### src/rtl/can_rx_fifo_if.sv
// Bus bundle between the CAN receiver / CPU side and the receive FIFO.
// master = frame source plus CPU register port; slave = the FIFO.
interface can_rx_fifo_if;
  logic        frm_valid;
  logic        frm_ext;
  logic        frm_rtr;
  logic [28:0] frm_id;
  logic [3:0]  frm_dlc;
  logic [63:0] frm_data;
  logic        cs;
  logic        we;
  logic [2:0]  rs;
  logic [31:0] d;
  logic [31:0] q;
  logic        irq;

  modport master (
    output frm_valid, frm_ext, frm_rtr, frm_id, frm_dlc, frm_data,
    output cs, we, rs, d,
    input  q, irq
  );

  modport slave (
    input  frm_valid, frm_ext, frm_rtr, frm_id, frm_dlc, frm_data,
    input  cs, we, rs, d,
    output q, irq
  );
endinterface

### src/rtl/can_rx_fifo.sv
// CAN receive FIFO: ID acceptance filter, DEPTH-entry frame queue, CPU register
// window onto the head frame, explicit pop/flush and a maskable level interrupt.
module can_rx_fifo #(
  parameter int DEPTH = 4,
  parameter int AW    = 2
) (
  input logic         clk,
  input logic         rst_n,
  can_rx_fifo_if.slave bus
);

  typedef struct packed {
    logic        ext;
    logic        rtr;
    logic [28:0] id;
    logic [3:0]  dlc;
    logic [63:0] data;
  } entry_t;

  localparam logic [AW:0] DEPTH_C = (AW+1)'(DEPTH);

  localparam logic [2:0] RS_HEAD_ID  = 3'd0;
  localparam logic [2:0] RS_HEAD_DLC = 3'd1;
  localparam logic [2:0] RS_HEAD_D0  = 3'd2;
  localparam logic [2:0] RS_HEAD_D1  = 3'd3;
  localparam logic [2:0] RS_FCODE    = 3'd4;
  localparam logic [2:0] RS_FMASK    = 3'd5;
  localparam logic [2:0] RS_CTRL     = 3'd6;

  entry_t        mem_q [DEPTH];
  logic [AW-1:0] wr_ptr_q, wr_ptr_d;
  logic [AW-1:0] rd_ptr_q, rd_ptr_d;
  logic [AW:0]   count_q, count_d;
  logic          ovf_q, ovf_d;
  logic [31:0]   fcode_q, fcode_d;
  logic [31:0]   fmask_q, fmask_d;
  logic [1:0]    irqen_q, irqen_d;

  logic   ctrl_wr, flush, clr_ovf, pop, push, overflow, accept, full, empty;
  entry_t head;
  logic [31:0] rdata;

  // Decode CPU control strobes, run the acceptance filter and resolve push/pop.
  always_comb begin
    // NOTE: every signal written here gets a value on every path, so no latch is inferred.
    ctrl_wr  = bus.cs & bus.we & (bus.rs == RS_CTRL);
    flush    = ctrl_wr & bus.d[2];
    clr_ovf  = ctrl_wr & bus.d[1];
    full     = (count_q == DEPTH_C);
    empty    = (count_q == '0);
    pop      = ctrl_wr & bus.d[0] & ~flush & ~empty;
    accept   = (((bus.frm_id ^ fcode_q[28:0]) & fmask_q[28:0]) == '0) &
               (~fmask_q[31] | (bus.frm_ext == fcode_q[31]));
    // A same-cycle pop or flush frees room, so a full FIFO can still take the frame.
    push     = bus.frm_valid & accept & (~full | pop | flush);
    overflow = bus.frm_valid & accept & ~push;
  end

  // Next-state for pointers, count, sticky overflow and CPU-writable registers.
  always_comb begin
    wr_ptr_d = wr_ptr_q;
    rd_ptr_d = rd_ptr_q;
    count_d  = count_q;
    ovf_d    = ovf_q;
    fcode_d  = fcode_q;
    fmask_d  = fmask_q;
    irqen_d  = irqen_q;

    if (push) wr_ptr_d = wr_ptr_q + AW'(1);

    if (flush) begin
      // The frame pushed alongside a flush becomes the sole entry.
      rd_ptr_d = wr_ptr_q;
      count_d  = push ? (AW+1)'(1) : '0;
    end else begin
      if (pop) rd_ptr_d = rd_ptr_q + AW'(1);
      count_d = count_q + (AW+1)'(push) - (AW+1)'(pop);
    end

    // An overflow in the same cycle as CLR_OVF keeps the flag set.
    if (overflow)     ovf_d = 1'b1;
    else if (clr_ovf) ovf_d = 1'b0;

    if (bus.cs && bus.we) begin
      case (bus.rs)
        RS_FCODE: fcode_d = {bus.d[31], 2'b00, bus.d[28:0]};
        RS_FMASK: fmask_d = {bus.d[31], 2'b00, bus.d[28:0]};
        RS_CTRL:  irqen_d = bus.d[5:4];
        default:  ;
      endcase
    end
  end

  // Control state registers with asynchronous reset.
  always_ff @(posedge clk or negedge rst_n) begin
    // NOTE: sequential state uses non-blocking assignments so all flops update together.
    if (!rst_n) begin
      wr_ptr_q <= '0;
      rd_ptr_q <= '0;
      count_q  <= '0;
      ovf_q    <= 1'b0;
      fcode_q  <= '0;
      fmask_q  <= '0;
      irqen_q  <= '0;
    end else begin
      wr_ptr_q <= wr_ptr_d;
      rd_ptr_q <= rd_ptr_d;
      count_q  <= count_d;
      ovf_q    <= ovf_d;
      fcode_q  <= fcode_d;
      fmask_q  <= fmask_d;
      irqen_q  <= irqen_d;
    end
  end

  // Frame storage: written on accepted push.
  always_ff @(posedge clk) begin
    // NOTE: storage has no reset; empty entries are never exposed because reads gate on count.
    if (push) begin
      mem_q[wr_ptr_q] <= '{ext:  bus.frm_ext,
                           rtr:  bus.frm_rtr,
                           id:   bus.frm_id,
                           dlc:  bus.frm_dlc,
                           data: bus.frm_data};
    end
  end

  // CPU read mux: combinational, zero when not selected, no side effects.
  always_comb begin
    head  = mem_q[rd_ptr_q];
    rdata = '0;
    if (bus.cs) begin
      case (bus.rs)
        RS_HEAD_ID:  if (!empty) rdata = {head.ext, head.rtr, 1'b0, head.id};
        RS_HEAD_DLC: begin
          rdata[31 -: AW+1] = count_q;
          rdata[4]          = ovf_q;
          if (!empty) rdata[3:0] = head.dlc;
        end
        RS_HEAD_D0:  if (!empty) rdata = head.data[31:0];
        RS_HEAD_D1:  if (!empty) rdata = head.data[63:32];
        RS_FCODE:    rdata = fcode_q;
        RS_FMASK:    rdata = fmask_q;
        RS_CTRL:     rdata[5:4] = irqen_q;
        default:     rdata = '0;
      endcase
    end
  end

  assign bus.q   = rdata;
  assign bus.irq = (irqen_q[0] & ~empty) | (irqen_q[1] & ovf_q);

endmodule
### src/flat_wrapper.sv
// flat-port wrapper written by rule: the top's interface ports become plain ports
module can_rx_fifo_flat 
#(
  parameter int DEPTH = 4,
  parameter int AW    = 2
)
  (clk, rst_n, bus_frm_valid, bus_frm_ext, bus_frm_rtr, bus_frm_id, bus_frm_dlc, bus_frm_data, bus_cs, bus_we, bus_rs, bus_d, bus_q, bus_irq);
  can_rx_fifo_if bus_i ();
  input logic clk;
  input logic rst_n;
  input wire logic [$bits(bus_i.frm_valid)-1:0] bus_frm_valid;
  input wire logic [$bits(bus_i.frm_ext)-1:0] bus_frm_ext;
  input wire logic [$bits(bus_i.frm_rtr)-1:0] bus_frm_rtr;
  input wire logic [$bits(bus_i.frm_id)-1:0] bus_frm_id;
  input wire logic [$bits(bus_i.frm_dlc)-1:0] bus_frm_dlc;
  input wire logic [$bits(bus_i.frm_data)-1:0] bus_frm_data;
  input wire logic [$bits(bus_i.cs)-1:0] bus_cs;
  input wire logic [$bits(bus_i.we)-1:0] bus_we;
  input wire logic [$bits(bus_i.rs)-1:0] bus_rs;
  input wire logic [$bits(bus_i.d)-1:0] bus_d;
  output wire logic [$bits(bus_i.q)-1:0] bus_q;
  output wire logic [$bits(bus_i.irq)-1:0] bus_irq;
  assign bus_i.frm_valid = bus_frm_valid;
  assign bus_i.frm_ext = bus_frm_ext;
  assign bus_i.frm_rtr = bus_frm_rtr;
  assign bus_i.frm_id = bus_frm_id;
  assign bus_i.frm_dlc = bus_frm_dlc;
  assign bus_i.frm_data = bus_frm_data;
  assign bus_i.cs = bus_cs;
  assign bus_i.we = bus_we;
  assign bus_i.rs = bus_rs;
  assign bus_i.d = bus_d;
  assign bus_q = bus_i.q;
  assign bus_irq = bus_i.irq;
  can_rx_fifo #(.DEPTH(DEPTH), .AW(AW)) u_core (.clk(clk), .rst_n(rst_n), .bus(bus_i));
endmodule
### config.mk
export PLATFORM = sky130hd
export DESIGN_NAME = can_rx_fifo_flat
export DESIGN_NICKNAME = d
export VERILOG_FILES = /design/src/rtl/can_rx_fifo_if.sv /design/src/rtl/can_rx_fifo.sv /design/src/flat_wrapper.sv
export SDC_FILE = /design/constraint.sdc
export NUM_CORES = 1
export LEC_CHECK = 0
export CAP_MARGIN = 10
export CORE_MARGIN = 3
export CORE_UTILIZATION = 45
export CTS_BUF_LIST = sky130_fd_sc_hd__clkbuf_16
export DETAILED_ROUTE_END_ITERATION = 8
export DONT_BUFFER_PORTS = 1
export PLACE_DENSITY = 0.63
export SLEW_MARGIN = 20
export SYNTH_ARGS = -nofsm -noshare
export SYNTH_HDL_FRONTEND = slang
export SYNTH_SLANG_ARGS = --single-unit
### constraint.sdc
create_clock -name clk -period 9.95 [get_ports clk]
set_input_delay 1.99 -clock clk [delete_from_list [all_inputs] [get_ports clk]]
set_output_delay 1.99 -clock clk [all_outputs]
set_load 0.1 [all_outputs]
==> results of run 1 <==
[state kept, by name, indices dropped and copies added, names as in the netlist]
| register | cells |
|---|---|
| u_core.count_q | 3 |
| u_core.fcode_q | 30 |
| u_core.fmask_q | 30 |
| u_core.irqen_q | 2 |
| u_core.mem_q | 396 |
| u_core.ovf_q | 1 |
| u_core.rd_ptr_q | 2 |
| u_core.wr_ptr_q | 2 |
[where the power goes]
group,internal [uW],leakage [uW],switching (uW)
Combinational,487,0.00179,525
Clock,933,0.000773,743
Sequential,2210,0.00441,167
Total,3630,0.00698,1440
[cells in the mapped netlist (2+ instances only)]
cell	n	area (sq um)
a21oi_1	10	50.1
a222oi_1	28	280
a22o_1	2	17.5
a22oi_1	49	368
and2_1	3	18.8
and3_1	5	31.3
buf_1	5	18.8
buf_2	19	95.1
buf_4	2	15.0
buf_6	3	33.8
clkbuf_1	25	93.8
dfrtp_1	70	1750
edfxtp_1	396	11900
ha_1	6	75.1
inv_1	7	26.3
mux2_1	4	45.0
mux2_2	60	676
mux2i_1	3	30.0
mux4_2	99	2230
nand2_1	67	251
nand3_1	4	20.0
nand4_1	3	18.8
nor2_1	16	60.1
nor2b_1	27	169
nor3_1	2	10.0
o21ai_0	3	15.0
o21ai_1	2	10.0
xnor2_1	4	35.0
xor2_1	30	263
[per-stage QoR]
stage               total power (uW)  instances  worst slack, ns  utilization  hold WS, ns
CTS                             5120       1545             3.19        0.510        0.528
detailed placement              3440       1456             3.14        0.474        0.511
global route                    5280       1547             3.07        0.511        0.556
floorplan                       3210        964             3.30            -        0.480
finish                          5060       1547             3.17        0.511        0.545
global placement                3440       1456             3.17        0.474        0.502
[kinds of logic (layout without fill, tap and decap cells)]
family,after synthesis,after routing,synth area share
compound gates,97,97,0.0409
xor+xnor,34,34,0.0159
fa+ha+maj,7,7,0.00508
buf+inv,61,112,0.0151
flops,466,466,0.729
mux,166,166,0.159
simple gates,133,133,0.0342
[layer usage]
layer	wire length, um	up-vias	part of all wire
li1	-	3962	-
met3	3450	62	0.079
met5	34	-	0.00078
met2	21000	287	0.48
met4	909	4	0.021
met1	18200	4877	0.42
[final timing paths]
kind | start | endpoint | slack [ns]
min | u_core.fmask_q[13]$_DFFE_PN0P_ | u_core.fmask_q[13]$_DFFE_PN0P_ | 0.54
max | bus_rs[0] | bus_q[26] | 3.17
max reg2reg | u_core.fcode_q[0]$_DFFE_PN0P_ | u_core.mem_q[2][97]$_DFFE_PP_ | 6.18
min reg2reg | u_core.fmask_q[13]$_DFFE_PN0P_ | u_core.fmask_q[13]$_DFFE_PN0P_ | 0.54
min in group asynchronous | rst_n | u_core.fcode_q[4]$_DFFE_PN0P_ | 1.11
max in group asynchronous | rst_n | u_core.fcode_q[19]$_DFFE_PN0P_ | 8.68
[worst max-delay path: cells and delay by family]
| kind | cells | cell delay [ns] |
|---|---|---|
| AO/OA/AOI/OAI | 1 | 0.17 |
| buffers and inverters | 1 | 0.38 |
| AND/OR/NAND/NOR | 3 | 2.23 |
[final cells by class]
type                       count  area [sq um]  area share
inverter                       7          26.3     0.00126
tap                          532           666      0.0318
clock inverter                41           265      0.0127
timing repair buffer          16           173     0.00826
sequential                   466         13700       0.653
multi-input combinational    437          4920       0.236
clock buffer                  48          1200      0.0575
==> results.cfg, run 1 <==
[run_status]
status = completed

[critical_path]
required_ns = 7.96
crit_fanout = 17
endpoint_kind = primary output
path_class = input port to primary output
cpPeakStageDelay_ns = 0.96
r2r_cells = 6
critPathSlowestCell = nor2b_2
setup.worst_path.start_class = input port
crit_chain = nor2b_1, and2_1, buf_4, a222oi_1, nor2b_2
arrival_ns = 4.79

[timing]
worstMarginPinSlew_ns = 1.17
period_needed_ns = 6.78
max_clock_freq_ghz = 0.148
hold_viol = 0
drv_slew = 0
slew_headroom = 0.213
rsz0062_at_grt = false
finClkSkew_ns = 0.0167
fin_setup_tns_ns = 0
post-route-period-util = 0.681
setup_violations = 0

[pwr]
leakage_uw = 0.00698
irDropWorstVdd_uv = 195
power-per-cell-area_nw_per_um2 = 242

[drt]
avgRoutedWirePerCell_um = 28.2
dr_total_vias = 9192
postRouteAntennaNets = 0
wirelength_um = 43600
firstDrtPassIters = 7
drc = 0
vias_per_cell = 5.94
drt_iter0_drc = 778

[grt]
top_usage_layer = met2
grt_pass1_wl_um = 65100
met2_usage = 0.310
grt_max_degree = 71
grt_use_total = 0.200
grt_overflow_total = 0
antenna_found_initial = 3
met3_usage = 0.0602
grtUsageMet1 = 0.277
grt_pass1_vias = 9643

[cts]
clk_pin_slew_ns = 0.06
cts_setup_buffers = 0
insertion_delay_ns = 0.58
cts_hold_buf = 0
htree_num_levels = 2
cts_resized = 0
cts_num_sinks = 466
cts_made_buffers = 48
cts_root_buf = clkbuf_16
clk_path_buf_depth = 3
cts_tree = built

[floorplanning]
fp.coreArea_sq_um = 40900
rows = 74
die_y_um = 210
dieArea_sq_um = 44000
floorplan.initialDensity = 0.457
pin_count = 172
die_w_um = 210

[finish]
fin_nets = 1122
antennaDiodeCount = 0
layout_common_cells = 396 x edfxtp_1, 99 x mux4_2, 68 x dfrtp_1
layout_commonest_cell = edfxtp_1
drive_gt1_frac = 0.283
final_cell_area_sq_um = 20900
syn_to_final_growth_pct = 11.8
num-fill-cells = 3292

[placement]
gp_congestion = 0.788
dp_hpwl_um = 26700
detailed_place.area_sq_um = 19400
portBuffers = 0

[yosys]
synth_flop_cell = edfxtp_1
synth.avg_cell_area_sq_um = 19.4
ys_seq_area_frac = 0.729
syn_inst = 964
synth-edff-count = 396
netlist_area_sq_um = 18700
syn_nets = 1110
ys_ff_latch = 466
yosys_warnings = 0
synthArstFlopShare = 0.150
yosysUniqueCellTypes = 39

[run]
drv_cap = 0

[worst_hold_path]
hold_depth = 1
hp-class = flip-flop to flip-flop
(Power assumes the default switching activity.)
==> inputs of run 2 (changes only) <==
==> constraint.sdc (replaced) <==
create_clock -name clk -period 6.7 [get_ports clk]
set_input_delay 1.34 -clock clk [delete_from_list [all_inputs] [get_ports clk]]
set_output_delay 1.34 -clock clk [all_outputs]
set_load 0.1 [all_outputs]
==> run 2 against run 1 <==
Compared with the run above:
- flip-flop and latch count unchanged
- clock power increased by 54%
- first-iteration DRC count decreased by 2.7%
- sequential power increased by 48%
- non-clock buffer count increased by 27
- critical path depth increased by 1
- die area unchanged
- critical path type unchanged
- combinational power increased by 55%
==> results.cfg, run 2 (same netlist as run 1, synthesis figures left out) <==
[run_status]
status = completed

[timing]
worstMarginPinSlew_ns = 1.09
finClkSkew_ns = 0.0257
max_clock_freq_ghz = 0.196
slew_headroom = 0.275
post-route-period-util = 0.761
rsz0062_at_grt = false
period_needed_ns = 5.10
hold_viol = 0
fin_setup_tns_ns = 0
drv_slew = 0
setup_violations = 0

[pwr]
irDropWorstVdd_uv = 181
power-per-cell-area_nw_per_um2 = 361
leakage_uw = 0.00717
total_power_uw = 7670

[cts]
htree_num_levels = 2
cts_resized = 0
cts_made_buffers = 50
cts_root_buf = clkbuf_16
clk_pin_slew_ns = 0.06
cts_num_sinks = 466
cts_tree = built
cts_setup_buffers = 0
cts_hold_buf = 0
insertion_delay_ns = 0.59
clk_path_buf_depth = 3

[finish]
drive_gt1_frac = 0.306
layout_common_cells = 396 x edfxtp_1, 99 x mux4_2, 68 x dfrtp_1
num-fill-cells = 3291
regMostFlops = u_core.mem_q
syn_to_final_growth_pct = 13.7
fin_nets = 1151
antennaDiodeCount = 0
fin_cells = 1579
final_cell_area_sq_um = 21300
reg_top3 = u_core.mem_q x396, u_core.fcode_q x30, u_core.fmask_q x30
layout_commonest_cell = edfxtp_1
largest_reg_flops = 396

[grt]
grt_pass1_vias = 9806
grt_use_total = 0.199
grt_overflow_total = 0
antenna_found_initial = 2
grt_pass1_wl_um = 64900
grt_max_degree = 71

[floorplanning]
die_w_um = 210
rows = 74
fp.coreArea_sq_um = 40900
dieArea_sq_um = 44000
pin_count = 172
floorplan.initialDensity = 0.457
die_y_um = 210

[drt]
postRouteAntennaNets = 0
dr_total_vias = 9282
dr_wl_met2_um = 21100
avgRoutedWirePerCell_um = 27.5
drc = 0
highest_layer = met5
vias_per_cell = 5.88
firstDrtPassIters = 6
wirelength_um = 43500
m1WireLength_um = 18000
drt_iter0_drc = 757
met3_length_um = 3440

[critical_path]
arrival_ns = 3.76
cpPeakStageDelay_ns = 0.63
crit_fanout = 18
worstSetupEndpoint = bus_q[25]
required_ns = 5.36
critPathSlowestCell = and2_1
setup.worst_path.start_class = input port
path_class = input port to primary output
crit_chain = nor2b_1, and2_1, buf_4, a222oi_1, nor2b_2, buf_4
endpoint_kind = primary output
timing.rr.end = u_core.mem_q[3][93]$_DFFE_PP_
r2r_cells = 6
timing.rr.start = u_core.fcode_q[0]$_DFFE_PN0P_
cp-startpoint = bus_rs[0]
cpMostUsedCell = buf_4
r2r_slack_ns = 3.38

[placement]
place_inst = 1484
portBuffers = 0
dp_hpwl_um = 26800
gp_congestion = 0.805
detailed_place.area_sq_um = 19700

[worst_hold_path]
hp-class = input port to async pin

[run]
drv_cap = 0
==> run 2: cell types whose count changed in the layout (fill, tap and decap cells not counted), moves of 2 or more <==
cell	delta
buf_4	+21
inv_1	-6
buf_12	+5
clkinv_1	+5
clkinv_2	+3
clkbuf_16	+2
==> run 2: through the flow <==
step                      worst slack (ns)  utilization  hold slack, ns
after floorplan                       1.35            -           0.480
after global placement                1.65        0.481           0.519
after detailed placement              1.63        0.481           0.528
after CTS                             1.59        0.519           0.401
after global routing                  1.44        0.520           0.417
final                                 1.60        0.520           0.449
==> run 2: how the worst min path moves through the flow <==
stage / to / start / slack (ns) / depth (start not counted)
floorplan: u_core.fmask_q[7]$_DFFE_PN0P_ / u_core.fmask_q[7]$_DFFE_PN0P_ / 0.48 / 1
global placement: u_core.fmask_q[19]$_DFFE_PN0P_ / u_core.fmask_q[19]$_DFFE_PN0P_ / 0.52 / 1
detailed placement: u_core.fmask_q[24]$_DFFE_PN0P_ / u_core.fmask_q[24]$_DFFE_PN0P_ / 0.53 / 1
CTS: u_core.count_q[2]$_DFF_PN0_ / rst_n / 0.40 / 0
global route: u_core.count_q[2]$_DFF_PN0_ / rst_n / 0.42 / 0
finish: u_core.fcode_q[3]$_DFFE_PN0P_ / rst_n / 0.45 / 0
==> run 2: metal layers <==
metal / up-vias / track usage
met5: - / 0
met4: 4 / 0.0603
met3: 64 / 0.0595
met2: 306 / 0.314
met1: 4882 / 0.270
li1: 4026 / -
==> run 2: report_power, final <==
part           internal, uW  total, uW  switching, uW  leakage [uW]
Sequential             3280       3510            236       0.00441
Clock                  1480       2590           1120      0.000798
Combinational           766       1570            800       0.00196
==> run 2: worst max-delay path, delay by kind of cell <==
kind / cells / cell delay [ns]
AO/OA/AOI/OAI: 1 / 0.17
AND/OR/NAND/NOR: 3 / 1.49
buffers and inverters: 2 / 0.73
==> run 2: area by class of cell <==
| class | instances | area [sq um] | share of cell area |
|---|---|---|---|
| Tap cell | 532 | 666 | 0.0313 |
| Multi-Input combinational cell | 437 | 4920 | 0.231 |
| Inverter | 7 | 26.3 | 0.00124 |
| Timing Repair Buffer | 43 | 458 | 0.0215 |
| Clock buffer | 50 | 1250 | 0.0588 |
| Clock inverter | 44 | 297 | 0.0139 |
| Sequential cell | 466 | 13700 | 0.642 |
==> inputs of run 3 (changes only) <==
--- a/config.mk
+++ b/config.mk
@@ -11,7 +11,7 @@
 export CTS_BUF_LIST = sky130_fd_sc_hd__clkbuf_16
 export DETAILED_ROUTE_END_ITERATION = 8
 export DONT_BUFFER_PORTS = 1
-export PLACE_DENSITY = 0.63
+export PLACE_DENSITY = 0.65
 export SLEW_MARGIN = 20
 export SYNTH_ARGS = -nofsm -noshare
 export SYNTH_HDL_FRONTEND = slang
==> constraint.sdc (replaced) <==
create_clock -name clk -period 4.5 [get_ports clk]
set_input_delay 0.9 -clock clk [delete_from_list [all_inputs] [get_ports clk]]
set_output_delay 0.9 -clock clk [all_outputs]
set_load 0.1 [all_outputs]
==> run 3 against run 2 <==
Compared with the run above:
- first-iteration DRC count is 11% higher
- core utilization is 1.2 points higher
- via count is 0.60% higher
- sequential share of layout area is 1.4 points lower
==> results.cfg, run 3 (same netlist as run 1, synthesis figures left out) <==
[grt]
antenna_found_initial = 0
top_usage_layer = met2
grtUsageMet1 = 0.266
met3_usage = 0.0586
grt_overflow_total = 0
met2_usage = 0.326
grt_pass1_wl_um = 65300
grt_use_total = 0.201
grt_max_degree = 62
grt_pass1_vias = 10000

[placement]
gp_congestion = 0.812
portBuffers = 0
dp_hpwl_um = 27500

[critical_path]
critPathSlowestCell = dfrtp_4
cpLargestDelayFamily = flip-flops
arrival_ns = 3.35
crit_chain = buf_4, mux4_2, a22oi_1, nand2_1, a222oi_1, nor2b_2, buf_12
path_class = flip-flop to primary output
timing.rr.start = u_core.fcode_q[26]$_DFFE_PN0P_
crit_fanout = 26
required_ns = 3.60
setup.worst_path.start_class = flip-flop
cpPeakStageDelay_ns = 0.80
crit_buf_inv = 2
r2r_slack_ns = 1.44
cp-startpoint = u_core.rd_ptr_q[0]$_DFFE_PN0P_
endpoint_kind = primary output

[pwr]
leakage_uw = 0.00732
pwr-share-seq = 0.446
power.internal_uw = 8270
switchingPower_uw = 3210
clkPwrFrac = 0.327
switching_share = 0.280
irDropWorstVdd_uv = 325
power-per-cell-area_nw_per_um2 = 528
power_frac_comb = 0.226

[finish]
largest_reg_flops = 396
regMostFlops = u_core.mem_q
syn_to_final_growth_pct = 16.2
layout_commonest_cell = edfxtp_1
drive_gt1_frac = 0.316
antennaDiodeCount = 0
reg_top3 = u_core.mem_q x396, u_core.fcode_q x30, u_core.fmask_q x30
fin_nets = 1165
layout_common_cells = 396 x edfxtp_1, 99 x mux4_2, 68 x dfrtp_1

[worst_hold_path]
hp-class = input port to async pin

[cts]
cts_setup_buffers = 0
cts_tree = built
insertion_delay_ns = 0.59
cts_root_buf = clkbuf_16
htree_num_levels = 2
cts_resized = 0
clk_path_buf_depth = 3
clk_pin_slew_ns = 0.06
cts_made_buffers = 48
cts_num_sinks = 466

[drt]
dr_total_vias = 9338
drc = 0
postRouteAntennaNets = 0
wirelength_um = 43700
avgRoutedWirePerCell_um = 27.5
vias_per_cell = 5.88
firstDrtPassIters = 6
drt_iter0_drc = 841

[floorplanning]
fp.coreArea_sq_um = 40900
pin_count = 172
dieArea_sq_um = 44000
die_y_um = 210
rows = 74
floorplan.initialDensity = 0.457
die_w_um = 210

[timing]
hold_viol = 0
worstMarginPinSlew_ns = 1.11
drv_slew = 0
fin_setup_tns_ns = 0
setup_violations = 0
period_needed_ns = 4.25
fin_hold_ws_ns = 0.190
max_clock_freq_ghz = 0.235
finClkSkew_ns = 0.0286
post-route-period-util = 0.945
slew_headroom = 0.258
rsz0062_at_grt = false

[run_status]
status = completed

[run]
drv_cap = 0
[run 3: changes by cell type in the layout (fill, tap and decap cells not counted)]
cell / before / now
clkinvlp_4: 1 / 2
buf_4: 34 / 16
inv_16: 0 / 1
dlygate4sd3_1: 0 / 1
clkbuf_16: 50 / 48
clkinv_2: 13 / 12
inv_6: 2 / 1
clkinv_1: 14 / 7
inv_1: 15 / 16
buf_16: 3 / 2
clkinv_4: 2 / 1
inv_8: 0 / 1
buf_12: 6 / 40
[run 3: routing by layer]
metal	routed length, um	vias up
met5	0	-
met4	1140	0
met3	3350	73
met2	21500	291
met1	17700	4937
li1	-	4037
[run 3: path summary, 6_finish.rpt]
path                                                  to  cells past startpoint
max                                             bus_q[8]                      7
min                        u_core.fcode_q[0]$_DFFE_PN0P_                      1
max reg2reg                  u_core.count_q[2]$_DFF_PN0_                     12
min reg2reg                u_core.fmask_q[7]$_DFFE_PN0P_                      1
max in group asynchronous  u_core.fmask_q[8]$_DFFE_PN0P_                      1
min in group clk             u_core.count_q[1]$_DFF_PN0_                      1
[run 3: power by group through the flow]
stage	clock, uW	combinational, uW	sequential, uW
final	3760	2600	5120
after global routing	4000	2780	5150
after CTS	3830	2640	5120
after detailed placement	0	2620	5210
after global placement	0	2600	5210
after floorplan	0	2030	5080
[run 3: what timing repair did]
| action | 4_1_cts | 5_1_grt |
|---|---|---|
| hold buffers | 2 | 0 |
| endpoints found under the setup margin | 0 | 0 |
| endpoints found under the hold margin | 61 | 0 |
[run 3: final cells by class]
type                       instances  area [sq um]
clock buffer                      48          1200
clock inverter                    38           290
fill                            3235         19200
inverter                           7          26.3
multi-input combinational        437          4920
sequential                       466         13700
tap                              532           666
timing repair buffer              59           986
[run 3: through the flow]
step                      area (sq um)  cells  utilization  worst slack, ns  power, uW
after global routing             21700   1587        0.531           0.0302      11900
after detailed placement         20200   1499        0.494            0.772       7830
final                            21700   1587        0.531            0.248      11500
after floorplan                  18700    964            -          0.00627       7100
after CTS                        21700   1587        0.531            0.133      11600
after global placement           20200   1499        0.494            0.774       7810
